<file path="config.mk">
export PLATFORM = sky130hd
export DESIGN_NAME = fetcher
export DESIGN_NICKNAME = d
export VERILOG_FILES = /design/src/rtl/fetcher_pkg.sv /design/src/rtl/fetcher_inst_queue.sv /design/src/rtl/fetcher.sv
export SDC_FILE = /design/constraint.sdc
export NUM_CORES = 1
export LEC_CHECK = 0
export CAP_MARGIN = 20
export CORE_MARGIN = 5
export CORE_UTILIZATION = 53
export CTS_CLUSTER_DIAMETER = 150
export DETAILED_ROUTE_END_ITERATION = 8
export GPL_TIMING_DRIVEN = 0
export HOLD_SLACK_MARGIN = 0.06
export PLACE_DENSITY = 0.85
export SLEW_MARGIN = 40
export SYNTH_ARGS = -nofsm -noshare
export SYNTH_HDL_FRONTEND = slang
export SYNTH_SLANG_ARGS = --single-unit
</file>
<file path="constraint.sdc">
create_clock -name clk_in -period 7.6 [get_ports clk_in]
set_input_delay 1.52 -clock clk_in [delete_from_list [all_inputs] [get_ports clk_in]]
set_output_delay 1.52 -clock clk_in [all_outputs]
set_load 0.01 [all_outputs]
</file>
<file path="src/rtl/fetcher_pkg.sv">
// Shared definitions for the instruction-fetch stage: FSM encoding, word width
// and the queue entry layout.
package fetcher_pkg;

  localparam int WORD_W = 32;

  typedef enum logic [1:0] {
    FETCH_IDLE    = 2'd0,
    FETCH_REQ     = 2'd1,
    FETCH_DISCARD = 2'd2
  } fetch_state_e;

  typedef struct packed {
    logic [WORD_W-1:0] pc;
    logic [WORD_W-1:0] inst;
  } q_entry_t;

endpackage

</file>
<file path="src/rtl/fetcher_inst_queue.sv">
// In-order instruction queue: circular buffer of {pc, inst} with clear,
// simultaneous push/pop, occupancy count and a combinational head entry.
module inst_queue
  import fetcher_pkg::*;
#(
  parameter int LOG = 3
) (
  input  logic           clk_i,
  input  logic           rst_n_i,
  input  logic           push_i,
  input  logic           pop_i,
  input  logic           clear_i,
  input  q_entry_t       data_i,
  output q_entry_t       head_o,
  output logic [LOG:0]   count_o
);

  localparam int DEPTH = 1 << LOG;

  q_entry_t           mem_q [DEPTH];
  logic [LOG-1:0]     head_q;
  logic [LOG-1:0]     tail_q;
  logic [LOG:0]       count_q;

  always_ff @(posedge clk_i or negedge rst_n_i) begin
    if (!rst_n_i) begin
      head_q  <= '0;
      tail_q  <= '0;
      count_q <= '0;
    end else if (clear_i) begin
      head_q  <= '0;
      tail_q  <= '0;
      count_q <= '0;
    end else begin
      // Pointers wrap naturally at the power-of-two depth.
      if (push_i) tail_q <= tail_q + 1'b1;
      if (pop_i)  head_q <= head_q + 1'b1;
      case ({push_i, pop_i})
        2'b10:   count_q <= count_q + 1'b1;
        2'b01:   count_q <= count_q - 1'b1;
        default: ;
      endcase
    end
  end

  always_ff @(posedge clk_i) begin
    if (push_i && !clear_i) mem_q[tail_q] <= data_i;
  end

  assign head_o  = mem_q[head_q];
  assign count_o = count_q;

endmodule

</file>
<file path="src/rtl/fetcher.sv">
// Instruction-fetch stage: owns the fetch PC, the memory request FSM and the
// issue rule that reserves a queue slot for every outstanding request.
//
// state         | meaning
// FETCH_IDLE    | no request outstanding; issue when a slot is guaranteed
// FETCH_REQ     | request outstanding, its data will be queued
// FETCH_DISCARD | request outstanding after a flush, its data is dropped
module fetcher
  import fetcher_pkg::*;
#(
  parameter int                QUEUE_LOG = 3,
  parameter logic [WORD_W-1:0] RESET_PC  = '0
) (
  input  logic              clk_in,
  input  logic              rst_n_in,
  input  logic              rdy_in,
  input  logic              stall_in,
  input  logic              flush_in,
  input  logic [WORD_W-1:0] flush_pc_in,
  output logic              mem_req_out,
  output logic [WORD_W-1:0] mem_addr_out,
  input  logic              mem_ack_in,
  input  logic [WORD_W-1:0] mem_data_in,
  output logic              flag_IF,
  output logic [WORD_W-1:0] inst_IF,
  output logic [WORD_W-1:0] pc_IF
);

  localparam int                 DEPTH   = 1 << QUEUE_LOG;
  localparam logic [QUEUE_LOG+1:0] DEPTH_W = (QUEUE_LOG + 2)'(DEPTH);

  fetch_state_e       state_q;
  logic [WORD_W-1:0]  pc_q;
  logic               req_q;
  logic [WORD_W-1:0]  addr_q;

  logic [QUEUE_LOG:0]   count;
  logic [QUEUE_LOG+1:0] occ_d;
  q_entry_t             head;
  q_entry_t             wdata;
  logic                 pop;
  logic                 push;
  logic                 clear;
  logic                 issue_ok;

  assign flag_IF = rdy_in & ~stall_in & ~flush_in & (count != '0);
  assign pop     = flag_IF;
  assign push    = rdy_in & ~flush_in & mem_ack_in & (state_q == FETCH_REQ);
  assign clear   = rdy_in & flush_in;
  assign wdata   = {addr_q, mem_data_in};

  // Occupancy after this cycle's pop/push; below DEPTH leaves room for one more.
  always_comb begin
    occ_d = {1'b0, count};
    if (push) occ_d = occ_d + 1'b1;
    if (pop)  occ_d = occ_d - 1'b1;
    issue_ok = (occ_d < DEPTH_W);
  end

  always_ff @(posedge clk_in or negedge rst_n_in) begin
    if (!rst_n_in) begin
      state_q <= FETCH_IDLE;
      pc_q    <= RESET_PC;
      req_q   <= 1'b0;
      addr_q  <= '0;
    end else if (rdy_in) begin
      if (flush_in) begin
        pc_q <= flush_pc_in;
        if (state_q == FETCH_REQ) begin
          if (mem_ack_in) begin
            req_q   <= 1'b0;
            state_q <= FETCH_IDLE;
          end else begin
            state_q <= FETCH_DISCARD;
          end
        end
      end else begin
        case (state_q)
          FETCH_IDLE: begin
            if (issue_ok) begin
              req_q   <= 1'b1;
              addr_q  <= pc_q;
              state_q <= FETCH_REQ;
            end
          end
          FETCH_REQ: begin
            if (mem_ack_in) begin
              pc_q <= pc_q + 32'd4;
              if (issue_ok) begin
                addr_q <= pc_q + 32'd4;
              end else begin
                req_q   <= 1'b0;
                state_q <= FETCH_IDLE;
              end
            end
          end
          FETCH_DISCARD: begin
            if (mem_ack_in) begin
              req_q   <= 1'b0;
              state_q <= FETCH_IDLE;
            end
          end
          default: begin
            req_q   <= 1'b0;
            state_q <= FETCH_IDLE;
          end
        endcase
      end
    end
  end

  inst_queue #(.LOG(QUEUE_LOG)) u_queue (
    .clk_i   (clk_in),
    .rst_n_i (rst_n_in),
    .push_i  (push),
    .pop_i   (pop),
    .clear_i (clear),
    .data_i  (wdata),
    .head_o  (head),
    .count_o (count)
  );

  assign mem_req_out  = req_q;
  assign mem_addr_out = addr_q;
  assign inst_IF      = head.inst;
  assign pc_IF        = head.pc;

endmodule
</file>
Word level (Yosys, flattened, before mapping):

Memory sizes are Yosys's and may differ from the RTL's.
Cells that the tools add are included.

* eq/ne operators: 12
* $lt $le $gt $ge: 1
* reductions and logical operators: 14
* multiplexer cells: 32
* bitwise operators: 9
* $add $sub $neg: 7

Operators by type and width (number)
* 32-bit 2-to-1 mux: 6
* 32-bit one-hot mux with 2 select lines: 1
* 32-bit by 3-bit adder with 32-bit output, second input constant: 1
* 2-bit 2-to-1 mux: 7
* 3-bit 2-to-1 mux: 4
* 3-bit != test, second input constant: 4
* 6-bit AND reduction: 2
* 5-bit 2-to-1 mux: 2
* 2-bit nonzero test: 5
* 1-bit 2-to-1 mux: 8
* 4-bit one-hot mux with 2 select lines: 1
* 1-bit bitwise AND: 7
* 3-bit by 1-bit adder with 3-bit output, second input constant: 2
* 2-bit != test, second input constant: 3
* 2-bit one-hot mux with 3 select lines: 1
* 4-bit by 1-bit adder with 5-bit output, second input constant: 1
* 5-bit by 4-bit less-than comparator with 1-bit output, second input constant: 1
* 5-bit AND reduction: 1
* 5-bit by 1-bit subtractor with 5-bit output, second input constant: 1
* 4-bit by 1-bit adder with 4-bit output, second input constant: 1
* 2-bit by 1-bit == test with 1-bit output, second input constant: 2
* 2-bit == test, second input constant: 2
* 4-bit 2-to-1 mux: 1
* 4-bit nonzero test: 1
* other kinds (9): 10

* memories: 1
* input port bits: 70
* bits in writable memories: 512
* flip-flop bits (word level): 77

Memory list
* u_queue.mem_q: depth 8, bits a word 64, read ports 1, clocked after Yosys merged registers in 0, wr ports 1, line fetcher_inst_queue.sv:20 `q_entry_t mem_q [DEPTH];`

Depth between registers and ports, before layout:

Gate-level depths: netlist of run 1.

* depth in word-level cells: 12
* gate-level depth with buffers: 11
* gate-level depth less buffers: 11

Cells and area by module:

From an unflattened synthesis of run 1, not the netlist that was laid out.

* cells, all modules: 1238
* area, all modules: 23860.4 µm²

Modules (own cells, without submodules)
* inst_queue: area each 19845.3 µm², cells each 811, instances 1, seq. area each 15625.0 µm²
* fetcher: area each 4015.1 µm², cells each 427, instances 1, seq. area each 1676.6 µm²

Least setup slack after synthesis of run 1:

No wires, ideal clock.

* kind: input port to flip-flop
* from: input port flush_in
* to: memory u_queue.mem_q[0][0] (netlist name), enable pin
* setup slack: -1462 ps
* arrival: 8418 ps
* cell stages on the path: 5
* setup time: 644 ps
* path buffers: 2
* required time: 6956 ps
* cell sequence: buf_6 > nor2_1 > nand4_1 > clkbuf_1 > nor4_1

* cells in the longest elaborated chain, start to end: 7
* elaborated cells between the ends (all ways): 9
* classes of those cells: mux: 2; bitwise: 5; reduce/logical: 2

Ends and longest elaborated chain
* start, declared: line fetcher.sv:18 `input logic flush_in,`
* 1-bit NOT (no source line)
* 1-bit bitwise AND (3 in a row): line fetcher.sv:48 `assign push = rdy_in & ~flush_in & mem_ack_in & (state_q == FETCH_REQ);`
* 1-bit logical AND *: line fetcher_inst_queue.sv:47 `if (push_i && !clear_i) mem_q[tail_q] <= data_i;`
* 1-bit 2-to-1 mux *: line fetcher_inst_queue.sv:47
* 1-bit 2-to-1 mux (not written as such) *: line fetcher_inst_queue.sv:47
* end, declared: line fetcher_inst_queue.sv:20

Mark *: on every way between the ends. The rest lies on a longest branch, timed or not.

Worst setup path after layout of run 1:

* from: register u_queue.head_q[1]
* to: output port pc_IF[11]

* cells in the longest elaborated chain, start to end: 1

Ends and longest elaborated chain
* start, declared: line fetcher_inst_queue.sv:21 `logic [LOG-1:0] head_q;`
* start signal, assigned: line fetcher_inst_queue.sv:37 `if (pop_i) head_q <= head_q + 1'b1;`
* memory read 8 x 64 bit
* end, declared: line fetcher.sv:26 `output logic [WORD_W-1:0] pc_IF`

Every way passes these cells.

==> key figures, run 1 <==
Outcome
  – Status: completed

Critical path
  – Required time of the critical path: 6.08 ns
  – FF-to-FF path depth: 10
  – Critical path depth: 5
  – CP max FO: 10
  – Largest stage delay, worst path: 0.67 ns
  – Top Family by Delay on Critical Path: buffers and inverters
  – Critical Path Source Type: flop
  – RR Startpoint: state_q[1]
  – R2R Setup Slk: 3.97 ns
  – CP max-delay cell: clkbuf_1
  – Crit Path Category: flop to primary output
  – CP arrival: 3.64 ns
  – CP Cell Sequence: clkbuf_1, clkbuf_1, mux4_2, mux2_2, clkdlybuf4s50_1
  – Crit Reg-Reg Endpoint: u_queue.mem_q[7][16]
  – Crit. Startpoint: u_queue.head_q[1]
  – CP dominant cell by count: clkbuf_1
  – Crit. End Element: primary output
  – Buf+Inv Stages, Crit Path: 3

Die
  – Die X: 222 um
  – Row count: 77
  – IO Pins: roughly 170
  – Initial Utilization: 53.75%
  – Core Box Area: 0.04432 mm2
  – Die H: 222 um
  – Die Area: 0.04928 mm2

Drt
  – DRC: 0
  – Final ANT Viol Nets: 0
  – Detailed Routing Iterations Pass 1: 5
  – Initial DRC Count: 1185
  – Total wire length: 54960 um
  – DR vias/cell: just under 6
  – Routed vias: 12870
  – Routed WL per cell: 25.33 um

Finish
  – Commonest non-fill, non-tap cells in the layout: edfxtp_1, clkdlybuf4s50_1, mux4_2
  – Final net count: 1612
  – Layout cells sized above 1: 26.93%
  – Final non-filler cell area: around 0.029 mm2
  – Leading cell type in the layout, fill and taps excluded: edfxtp_1
  – Layout area overhead: 21.61%
  – ANT cells: 0
  – # fillers: 2974

GRT
  – Gr usage total: 22.25%
  – First-pass GRT wire length: 83480 um
  – Vias in the first global route: 13350
  – Largest net degree at the start of global routing: 48
  – Antenna violations before repair: 0
  – Grt total ovfl: 0

Clock network
  – CTS sink count: a little under 600
  – Clk Latency, worst-skew pair: 0.61 ns
  – Htree depth: 2
  – CTS Root Cell: clkbuf_16
  – Clk buf depth: 3
  – Resized Gates After CTS: 0
  – Total CTS buffers: 57
  – Cts hold-fix bufs: 0
  – Clk slew on worst S/H paths: ~0.060 ns
  – Setup Buffers After CTS: 0
  – CTS tree: yes

Placed design
  – Placed Area: 0.02711 mm2
  – PortBufs: 164
  – Gpl congestion: 0.9202
  – Hpwl dp: 37290 um

STA
  – Worst Skew: 0.02923 ns
  – Final setup viols: 0
  – Rel. slew slack: 44.85%
  – Worst Tran Pin Value: just over 0.8 ns
  – Slew Limit Fails: 0
  – Final hold vios: 0
  – Min Tclk post-route: 5.158 ns
  – Fmax: a little under 200 MHz
  – Fin crit share: between 60 and 70%
  – RSZ-0062 raised after global routing: false

Logic synthesis
  – Seq/Total Area, Yosys: 72.63%
  – Cells after Synth: 1237
  – Avg Inst Size Synth: 19.26 um2
  – Post-synthesis cell type count: 59
  – Post-Syn Area: 0.02382 mm2
  – Asr flop ratio synth: between 10% and 20%
  – Synth Flop Type: edfxtp_1
  – Count of flip-flops with a built-in enable after synthesis: approximately 510
  – Register bit count reported by yosys: between 500 and 600
  – Net Count, Synth: 1315
  – Yosys warns: 0

Worst hold path
  – Hold path endpoint: pc_q[0]
  – Min-delay src: pc_q[0]
  – Hold path cells: 2
  – HP Class: flop to flop

Run
  – Max cap viols: 0

Power and ir drop
  – Worst IR Drop VDD: ~0.20 mV
  – Total power: 8.712 mW
  – Power Density: approximately 300 mW/mm2
  – Leak: 9.643 nW
[per-stage QoR]
step | TNS (ns) | worst slack (ns) | cells | utilization (%) | hold WS (ns)
after detailed placement | 0 | 2.681 | 2066 | 61.17 | 0.4879
final | 0 | 2.442 | 2170 | 65.36 | 0.4999
after floorplan | 0 | 0.2440 | 1237 | - | 0.4459
after global routing | 0 | 2.297 | 2170 | 65.36 | 0.5426
after CTS | 0 | 2.380 | 2169 | 65.33 | 0.5109
after global placement | -1368.33 | -4.641 | 1993 | 59.15 | 0.4634
[worst register-to-register path: stages (launching register included)]
cell,delay (ns)
dfrtp_1,0.37
clkbuf_1,0.19
nor2_1,0.34
nand2_1,0.17
nor2_1,0.42
clkbuf_1,0.44
nand2_1,0.35
nor2_4,0.46
buf_16,0.22
buf_8,0.17
buf_8,0.18
[state kept, by name, indices dropped and copies added (netlist names)]
signal           cells
mem_addr_out        32
mem_req_out          1
pc_q                32
state_q              2
u_queue.count_o      4
u_queue.head_q       3
u_queue.mem_q      512
u_queue.tail_q       3
[routing by layer]
metal | part of all wire, % | vias up | wire length [um] | global-route usage [%]
li1 | - | 5569 | - | -
met1 | 40 | 6662 | 21970 | 30.53
met2 | 50 | 549 | 27740 | 37.14
met3 | 7.3 | 88 | 4020 | 4.846
met4 | 2.2 | 0 | 1229 | 5.289
met5 | 0 | - | 0 | 0
[worst max-delay path by stage]
stage                                 to  slack (ns)
finish                         pc_IF[11]        2.44
CTS                            pc_IF[11]        2.38
detailed placement               flag_IF        2.68
global route                   pc_IF[10]        2.30
global placement    u_queue.mem_q[4][50]       -4.64
floorplan            u_queue.mem_q[4][0]        0.24
[cells by family (layout without fill, tap and decap cells)]
group	after synthesis	count (layout)	share of synthesized area, %
flip-flops	589	589	72.63
multiplexers	233	233	17.52
AND/OR/NAND/NOR	187	187	3.703
AO/OA/AOI/OAI	101	101	2.705
buffers and inverters	80	421	1.555
XOR/XNOR	39	39	1.434
adder cells (fa/ha/maj)	8	8	0.4517
[power by group]
part           leakage (nW)  internal (mW)  switching (mW)
clock                 0.881           1.60            1.18
sequential             5.56           3.85           0.287
combinational          3.20           1.00           0.797
total                  9.64           6.45            2.26
[cell usage after synthesis (3+ instances only)]
master,number,area share (%)
edfxtp_1,512,65
mux4_2,128,12
dfrtp_1,77,8.1
mux2_2,67,3.2
nand2_1,61,0.96
nor2_1,49,0.77
clkbuf_1,45,0.71
a21oi_1,33,0.69
mux2_4,31,2.0
o21ai_0,26,0.55
nand3_1,21,0.44
xor2_1,20,0.74
xnor2_1,19,0.70
nor3_1,17,0.36
buf_1,14,0.22
inv_1,11,0.17
o22ai_1,11,0.29
nand4_1,8,0.21
and3_1,7,0.18
ha_1,7,0.37
mux2i_1,7,0.29
a221o_1,6,0.25
a21o_1,5,0.16
and4_1,4,0.15
nand2b_1,4,0.11
buf_12,3,0.25
or3_1,3,0.079
[layout make-up]
type                    instances  area (um2)  share of cell area, %
plain buffers                  67       339.1                  1.171
clock buffers                  75        1588                  5.481
clock inverters                28       257.7                 0.8898
inverters                      13       48.80                 0.1685
multi-input cells             568        6218                  21.47
flip-flops and latches        589       17300                  59.73
well taps                     592       740.7                  2.557
repair buffers                238        2474                  8.539
Note: power is estimated with default switching activity, not from simulation.
==> inputs of run 2 (changes only) <==
--- a/config.mk
+++ b/config.mk
@@ -7,12 +7,12 @@
 export LEC_CHECK = 0
 export CAP_MARGIN = 20
 export CORE_MARGIN = 5
-export CORE_UTILIZATION = 53
+export CORE_UTILIZATION = 58
 export CTS_CLUSTER_DIAMETER = 150
 export DETAILED_ROUTE_END_ITERATION = 8
 export GPL_TIMING_DRIVEN = 0
 export HOLD_SLACK_MARGIN = 0.06
-export PLACE_DENSITY = 0.85
+export PLACE_DENSITY = 0.88
 export SLEW_MARGIN = 40
 export SYNTH_ARGS = -nofsm -noshare
 export SYNTH_HDL_FRONTEND = slang
==> constraint.sdc (replaced) <==
create_clock -name clk_in -period 5.05 [get_ports clk_in]
set_input_delay 1.01 -clock clk_in [delete_from_list [all_inputs] [get_ports clk_in]]
set_output_delay 1.01 -clock clk_in [all_outputs]
set_load 0.01 [all_outputs]
==> run 2 against run 1 <==
Clock-buffer cell count fell by 6. Die area is 8.2% lower. Final area shrank 0.73%. Sequential power rose by 50%. Clock skew decreased by 0.014 ns. Core utilization is 5.2 points higher. Global-route usage rose by 2.5 points. Final cell count decreased by 2.8%. Non-clock buffer count down 1. Sequential cell count is the same.
==> key figures, run 2 (same netlist as run 1, synthesis figures left out) <==
Outcome
  – Status: completed

GRT
  – Largest net degree at the start of global routing: 60
  – Vias in the first global route: 13490
  – Antenna violations before repair: 0
  – First-pass GRT wire length: 84280 um
  – Gr usage total: 24.70%
  – Grt total ovfl: 0

Finish
  – Final non-filler cell area: 0.02876 mm2
  – Non-filler cells, final: around 2100
  – Final net count: 1610
  – Leading cell type in the layout, fill and taps excluded: edfxtp_1
  – Layout cells sized above 1: 26.57%
  – Commonest non-fill, non-tap cells in the layout: edfxtp_1, clkdlybuf4s50_1, mux4_2
  – Max reg flops: 512
  – Most flops, register: u_queue.mem_q
  – Layout area overhead: 20.72%

Drt
  – Initial DRC Count: 1401
  – DR vias/cell: 6.191
  – Final ANT Viol Nets: 0
  – Routed vias: 13060
  – Total wire length: 55060 um
  – Routed WL per cell: roughly 26 um
  – DRC: 0
  – Detailed Routing Iterations Pass 1: 7

Critical path
  – Critical path depth: 5
  – Crit. End Element: primary output
  – Buf+Inv Stages, Crit Path: 3
  – Required time of the critical path: 4.04 ns
  – Largest stage delay, worst path: 0.66 ns
  – Top Family by Delay on Critical Path: buffers and inverters
  – Crit Path Category: flop to primary output
  – CP max FO: 10
  – CP max-delay cell: clkbuf_1
  – RR Startpoint: state_q[1]
  – FF-to-FF path depth: 10
  – Crit. Startpoint: u_queue.head_q[1]
  – CP arrival: 3.61 ns
  – CP Cell Sequence: clkbuf_1, buf_1, mux4_2, mux2_2, clkdlybuf4s50_1
  – Critical Path Source Type: flop

STA
  – RSZ-0062 raised after global routing: false
  – Worst Tran Pin Value: 0.8420 ns
  – Fmax: about 220 MHz
  – Min Tclk post-route: between 4 and 5 ns
  – Fin crit share: between 90% and 100%
  – Worst Skew: around 0.015 ns
  – Min Hold Slack: 0.2604 ns
  – Final setup viols: 0
  – Rel. slew slack: 43.86%
  – Final hold vios: 0
  – Slew Limit Fails: 0

Clock network
  – Resized Gates After CTS: 0
  – CTS sink count: 589
  – Htree depth: 2
  – Clk buf depth: 3
  – Setup Buffers After CTS: 0
  – Clk slew on worst S/H paths: 0.07 ns
  – CTS tree: yes
  – Total CTS buffers: 56
  – CTS Root Cell: clkbuf_16
  – Clk Latency, worst-skew pair: between 0.5 and 0.6 ns
  – Cts hold-fix bufs: 0

Run
  – Max cap viols: 0

Die
  – Die H: 212.7 um
  – IO Pins: ~170
  – Initial Utilization: 58.47%
  – Die Area: 0.04522 mm2
  – Core Box Area: 0.04074 mm2
  – Row count: 74
  – Die X: 212.7 um

Placed design
  – PortBufs: around 160
  – Gpl congestion: 0.9075
  – Placed Instances: 2005
  – Hpwl dp: 36660 um
  – Placed Area: approximately 0.027 mm2

Worst hold path
  – HP Class: primary input to async pin

Power and ir drop
  – Leak: 9.599 nW
  – Worst IR Drop VDD: 0.2583 mV
  – Power Density: between 400 and 500 mW/mm2
-- run 2: metal layers --
metal  vias up  global-route usage (%)  part of all wire, %
li1       5579                       -                    -
met1      6777                   34.97                   39
met2       624                   41.04                   50
met3        82                   4.702                  8.3
met4         0                   5.518                  1.8
met5         -                       0                    0
-- run 2: metrics by stage --
stage / utilization (%) / TNS [ns] / setup slack, ns / power (mW)
global placement: 64.20 / -1857.12 / -6.377 / 8.939
floorplan: - / -395.58 / -1.796 / 7.817
finish: 70.58 / 0 / 0.4350 / 13.03
detailed placement: 66.19 / 0 / 0.7644 / 9.061
CTS: 70.54 / 0 / 0.3691 / 13.12
global route: 70.58 / 0 / 0.3336 / 13.56
-- run 2: final cells by class --
type | instances | area [um2]
clock buffer | 69 | 1471
buffer | 67 | 339.1
tap | 532 | 665.6
multi-input combinational | 568 | 6218
timing repair buffer | 237 | 2409
fill | 2474 | 11980
sequential | 589 | 17300
inverter | 13 | 48.80
clock inverter | 34 | 299.0
antenna | 1 | 2.502
-- run 2: path summary, 6_finish.rpt --
path | end | slack (ns)
worst max-delay path | inst_IF[3] | 0.43
worst min-delay path | mem_req_out | 0.26
worst max register to register | u_queue.mem_q[7][5] | 1.23
worst min register to register | pc_q[1] | 0.48
max in group asynchronous | mem_addr_out[30] | 4.23
min in group clk_in | pc_q[1] | 0.48
-- run 2: power breakdown --
part / internal, mW / switching (mW) / leakage [nW] / total [mW]
clock: 2.32 / 1.74 / 0.855 / 4.07
sequential: 5.79 / 0.433 / 5.56 / 6.23
combinational: 1.51 / 1.23 / 3.18 / 2.74
